`src/rtl/mac_operand_sequencer.sv`:
```
// mac_operand_sequencer
// Host-side driver for an accumulate-every-cycle MAC. Holds DEPTH operand
// pairs written by the host; on start it clears the MAC for one cycle, then
// streams min(len, DEPTH) pairs into it, and finally captures the MAC result
// and whether any carry-out was seen during the run.
//
// Optional build macro: MAC_SAT_EN -- when defined, a run that saw a carry-out
// captures an all-ones dot_out instead of the wrapped MAC result.
//
// Ports
//   clk, rst          clock (rising edge), synchronous active-high reset
//   wr_en/wr_addr     operand buffer write strobe and entry index (IDLE only)
//   wr_a, wr_b        operand pair to store
//   start, len        launch a run of len pairs (len > DEPTH clamps to DEPTH)
//   busy              high while a run is in progress (CLR/RUN/CAP)
//   done              one-cycle pulse when dot_out/ovf are updated
//   dot_out, ovf      captured dot product and carry-seen flag
//   mac_a, mac_b      operands to the MAC (zero outside RUN)
//   mac_clr, mac_cin  MAC clear (also asserted during rst), carry-in (tied 0)
//   mac_result        MAC accumulator value
//   mac_cout          MAC carry-out
module mac_operand_sequencer #(
  parameter int unsigned DATA_W = 4,
  parameter int unsigned ACC_W  = 8,
  parameter int unsigned DEPTH  = 8
) (
  input  logic                       clk,
  input  logic                       rst,
  input  logic                       wr_en,
  input  logic [$clog2(DEPTH)-1:0]   wr_addr,
  input  logic [DATA_W-1:0]          wr_a,
  input  logic [DATA_W-1:0]          wr_b,
  input  logic                       start,
  input  logic [$clog2(DEPTH):0]     len,
  output logic                       busy,
  output logic                       done,
  output logic [ACC_W-1:0]           dot_out,
  output logic                       ovf,
  output logic [DATA_W-1:0]          mac_a,
  output logic [DATA_W-1:0]          mac_b,
  output logic                       mac_clr,
  output logic                       mac_cin,
  input  logic [ACC_W-1:0]           mac_result,
  input  logic                       mac_cout
);

  localparam int unsigned AW = $clog2(DEPTH);
  localparam int unsigned LW = AW + 1;

  typedef enum logic [1:0] {
    S_IDLE = 2'd0,
    S_CLR  = 2'd1,
    S_RUN  = 2'd2,
    S_CAP  = 2'd3
  } state_t;

  state_t              state_q, state_d;
  logic [AW-1:0]       idx_q, idx_d;
  logic [AW-1:0]       last_q, last_d;
  logic                ovf_acc_q, ovf_acc_d;
  logic                done_q, done_d;
  logic [ACC_W-1:0]    dot_q, dot_d;
  logic                ovf_q, ovf_d;
  logic [LW-1:0]       len_clamped;

  logic [DATA_W-1:0]   mem_a [DEPTH];
  logic [DATA_W-1:0]   mem_b [DEPTH];

  // Requested length clamped to the buffer size.
  assign len_clamped = (len > LW'(DEPTH)) ? LW'(DEPTH) : len;

  // Operand buffer: cleared on reset, writable only while idle.
  always_ff @(posedge clk) begin
    if (rst) begin
      for (int unsigned i = 0; i < DEPTH; i++) begin
        mem_a[i] <= '0;
        mem_b[i] <= '0;
      end
    end else if (wr_en && (state_q == S_IDLE)) begin
      mem_a[wr_addr] <= wr_a;
      mem_b[wr_addr] <= wr_b;
    end
  end

  // State and datapath registers.
  always_ff @(posedge clk) begin
    if (rst) begin
      state_q   <= S_IDLE;
      idx_q     <= '0;
      last_q    <= '0;
      ovf_acc_q <= 1'b0;
      done_q    <= 1'b0;
      dot_q     <= '0;
      ovf_q     <= 1'b0;
    end else begin
      state_q   <= state_d;
      idx_q     <= idx_d;
      last_q    <= last_d;
      ovf_acc_q <= ovf_acc_d;
      done_q    <= done_d;
      dot_q     <= dot_d;
      ovf_q     <= ovf_d;
    end
  end

  // Next-state and next-value logic.
  always_comb begin
    state_d   = state_q;
    idx_d     = idx_q;
    last_d    = last_q;
    ovf_acc_d = ovf_acc_q;
    done_d    = 1'b0;
    dot_d     = dot_q;
    ovf_d     = ovf_q;

    case (state_q)
      S_IDLE: begin
        if (start) begin
          if (len_clamped != '0) begin
            state_d   = S_CLR;
            last_d    = AW'(len_clamped - LW'(1));
            ovf_acc_d = 1'b0;
          end else begin
            // Empty run: report a zero result immediately.
            done_d = 1'b1;
            dot_d  = '0;
            ovf_d  = 1'b0;
          end
        end
      end
      S_CLR: begin
        state_d = S_RUN;
        idx_d   = '0;
      end
      S_RUN: begin
        ovf_acc_d = ovf_acc_q | mac_cout;
        if (idx_q == last_q) begin
          state_d = S_CAP;
        end else begin
          idx_d = idx_q + AW'(1);
        end
      end
      S_CAP: begin
`ifdef MAC_SAT_EN
        dot_d = ovf_acc_q ? {ACC_W{1'b1}} : mac_result;
`else
        dot_d = mac_result;
`endif
        ovf_d   = ovf_acc_q;
        done_d  = 1'b1;
        state_d = S_IDLE;
      end
      default: begin
        state_d = S_IDLE;
      end
    endcase
  end

  // MAC drive: operands only in RUN so the accumulator holds elsewhere.
  assign mac_a   = (state_q == S_RUN) ? mem_a[idx_q] : '0;
  assign mac_b   = (state_q == S_RUN) ? mem_b[idx_q] : '0;
  assign mac_clr = rst | (state_q == S_CLR);
  assign mac_cin = 1'b0;

  assign busy    = (state_q != S_IDLE);
  assign done    = done_q;
  assign dot_out = dot_q;
  assign ovf     = ovf_q;

endmodule
```
`config.mk`:
```
export PLATFORM = sky130hd
export DESIGN_NAME = mac_operand_sequencer
export DESIGN_NICKNAME = d
export VERILOG_FILES = /design/src/rtl/mac_operand_sequencer.sv
export SDC_FILE = /design/constraint.sdc
export NUM_CORES = 1
export LEC_CHECK = 0
export ABC_AREA = 1
export BUFFER_PORTS_ARGS = -buffer_cell sky130_fd_sc_hd__buf_2
export CORE_MARGIN = 2
export CORE_UTILIZATION = 54
export CTS_BUF_LIST = sky130_fd_sc_hd__clkbuf_4
export DETAILED_ROUTE_END_ITERATION = 8
export GPL_ROUTABILITY_DRIVEN = 0
export GPL_TIMING_DRIVEN = 1
export PLACE_DENSITY = 0.75
export SYNTH_ARGS = -nofsm -noshare
export SYNTH_HDL_FRONTEND = slang
export SYNTH_SLANG_ARGS = --single-unit
```
`constraint.sdc`:
```
create_clock -name clk -period 2.05 [get_ports clk]
set_clock_uncertainty 0.05 [all_clocks]
set_input_delay 0.205 -clock clk [delete_from_list [all_inputs] [get_ports clk]]
set_output_delay 0.205 -clock clk [all_outputs]
set_load 0.01 [all_outputs]
```
==> results.py <==
metrics = {
    "route": {
        "ant_nets": 0,
        "routed_wirelength_um": 9240,
        "drt_iter0_markers": 285,
        "drc": 0,
        "viasPerCell": 5.29,
        "via_count": 3117,
        "drt_pass1_iterations": 5,
        "wl_per_cell_um": 15.7,
    },
    "clock_network": {
        "path_clk_slew_ns": 0.13,
        "cts.sinks": 86,
        "cts_tree": "done",
        "clk_latency_ns": 0.43,
        "clockRootBuffer": "clkbuf_4",
        "ctsHtreeMaxLevel": 3,
        "cts_setup_buffers": 0,
        "clk_path_buf_depth": 2,
        "cts-buffers-inserted": 9,
    },
    "power_and_ir_drop": {
        "switchingPower_mw": 1.39,
        "p_seq_share_pct": 49.3,
        "p_leak_nw": 1.93,
        "vdd_drop_max_uv": 501,
        "power_density_nw_per_um2": 924,
        "combPwrFrac_pct": 27.3,
        "sw_frac_of_total_pct": 33.1,
        "p_int_mw": 2.81,
        "clkPwrFrac_pct": 23.4,
    },
    "sta": {
        "period_share_pct": 95.2,
        "drv_slew": 0,
        "layout_min_cycle_time_ns": 1.95,
        "relSlewSlack_pct": 63.1,
        "fmax_mhz": 512,
        "final_hold_viol_count": 0,
        "whs_ns": 0.0709,
        "finalSetupViolCount": 0,
        "worst_pin_slew_ns": 0.552,
    },
    "synthesis": {
        "syn-cell-area_um2": 3910,
        "synth_top_flop_cell": "edfxtp_1",
        "synth_common_cells": "130 x nor2_1, 64 x edfxtp_1, 60 x nand2_1",
        "yosysMostFrequentCell": "nor2_1",
        "syn_inst": 424,
        "synth_area_per_cell_um2": 9.23,
        "seq_area_frac_synth_pct": 60.4,
        "synth-edff-count": 64,
        "ys_types": 26,
        "yosysWarnings": 0,
        "synthArstFlopShare_pct": 0,
        "ys_ff_latch": 86,
        "synth.net_count": 459,
        "yosysTopAreaCell": "edfxtp_1",
        "synth_area_leaders": "edfxtp_1 49%, nor2_1 12%, dfxtp_1 11%",
        "synth_top_area_share_pct": 49.1,
    },
    "job": {
        "cap_violations": 0,
    },
    "floorplanning": {
        "die_area_um2": 7940,
        "ios": 49,
        "core_um2": 7140,
        "dieWidth_um": 89.1,
        "initial_utilization_pct": 54.8,
        "num_rows": 31,
        "die_h_um": 89.1,
    },
    "layout": {
        "drive_gt1_share_pct": 19.0,
        "final_nets": 520,
        "design_area_um2": 4540,
        "syn_to_final_growth_pct": 16.1,
        "antenna_cells": 0,
    },
    "critical_path": {
        "crit_type": "register to primary output",
        "path_delay_family": "compound AO/OA/AOI/OAI gates",
        "crit_top_cell": "nor2_1",
        "slowest_delay_ns": 0.38,
        "worstSetupStartpointType": "register",
        "required_ns": 1.79,
        "worstPathCellList": "buf_6 > o21ai_0 > o22ai_1 > nor2_1 > nor2_1 > buf_2",
        "slowest_stage": "dfxtp_2",
        "cp_max_fo": 22,
        "arrival_ns": 1.70,
        "endpoint_kind": "primary output",
        "crit_buf_inv": 2,
    },
    "global_routing": {
        "antenna_found_initial": 0,
        "grt_usage_pct": 24.9,
        "grt_max_degree": 33,
        "grt_pass1_wl_um": 14300,
        "grt-ovfl-total": 0,
        "grt_pass1_vias": 2878,
    },
    "placed_design": {
        "portBuffers": 47,
        "dp_hpwl_um": 6510,
        "placed_area_um2": 4260,
    },
    "run_status": {
        "status": "finished, final reports clean",
    },
    "min_path": {
        "hold_class": "input port to register",
    },
}
flip-flops by register name, indices dropped and copies added (netlist names), named ones only:
name and cells:
mem_a 32, mem_b 32, dot_out 8, idx_q 3, last_q 3, state_q 2
done 1, ovf 1, ovf_acc_q 1
cell usage in the layout (no fill, tap or decap), drive strengths merged, types with 7 or more instances in the layout:
cell type / instances
dlygate4sd3: 9
a21oi: 17
o22ai: 8
clkbuf: 12
dfxtp: 22
nand2: 69
ha: 7
edfxtp: 64
nor2: 133
inv: 29
o211ai: 9
buf: 54
nand3: 7
o21ai: 38
metrics by stage:
stage          total power [mW]  setup slack [ns]  instances  TNS [ns]  util (%)
2_1_floorplan              2.82             0.272        424         0         -
3_3_place_gp               3.16             0.200        563         0      59.7
3_5_place_dp               3.18             0.116        563         0      59.7
4_1_cts                    4.15            0.0125        588         0      63.0
5_1_grt                    4.42           -0.0130        589   -0.0130      63.6
6_report                   4.20            0.0981        589         0      63.6
power groups by stage:
| stage | combinational, mW | sequential, mW | clock [mW] |
|---|---|---|---|
| detailed placement | 1.08 | 2.10 | 0 |
| global route | 1.28 | 2.08 | 1.06 |
| floorplan | 0.736 | 2.09 | 0 |
| finish | 1.15 | 2.07 | 0.983 |
| CTS | 1.10 | 2.07 | 0.986 |
| global placement | 1.06 | 2.10 | 0 |
kinds of logic (layout without fill, tap and decap cells):
kind of cell             after synthesis  count (layout)  share of synthesized area (%)
AND/OR/NAND/NOR                      212             212                           21.8
flip-flops                            86              86                           60.4
AO/OA/AOI/OAI                         72              72                           10.3
buffers and inverters                 43             109                           4.51
adder cells (fa/ha/maj)                7               7                           2.24
XOR/XNOR                               3               3                          0.672
other                                  1               1                         0.0958
worst register-to-register path, stage by stage, from the launching register on:
cell	delay (ns)
dfxtp_1	0.35
inv_1	0.12
ha_1	0.21
nand3_1	0.20
nor2_4	0.23
nand2_2	0.15
nand2_1	0.30
area by class of cell:
cell class	count	area, µm²
Inverter	29	110
Multi-Input combinational cell	295	1380
Fill cell	603	2600
Tap cell	99	124
Clock buffer	11	82.6
Sequential cell	86	2370
Clock inverter	5	58.8
Timing Repair Buffer	64	419
per-layer routing:
| metal | track usage [%] | vias up | share of wire [%] |
|---|---|---|---|
| met3 | 3.97 | 16 | 7.3 |
| met1 | 33.2 | 1424 | 41 |
| met2 | 40.7 | 149 | 49 |
| met4 | 10.7 | 0 | 2.0 |
| li1 | - | 1528 | - |
| met5 | 0 | - | 0 |
worst paths after layout:
check | from | depth (start not counted) | slack (ns) | end
worst min register to register | dot_out[7] | 2 | 0.42 | dot_out[7]
worst max-delay path | register | 6 | 0.1 | mac_a[0]
worst max register to register | state_q[0] | 6 | 0.13 | mem_a[3][1]
worst min-delay path | rst | 2 | 0.07 | done
what timing repair did:
item                                   in CTS  in global routing
pin swaps                                   0                  2
gates resized for setup                     3                  9
endpoints found under the hold margin       9                  0
hold buffers                                9                  0
gates cloned                                0                  1
setup endpoints to repair                   8                 16
Power figures use the tool's default switching activity.
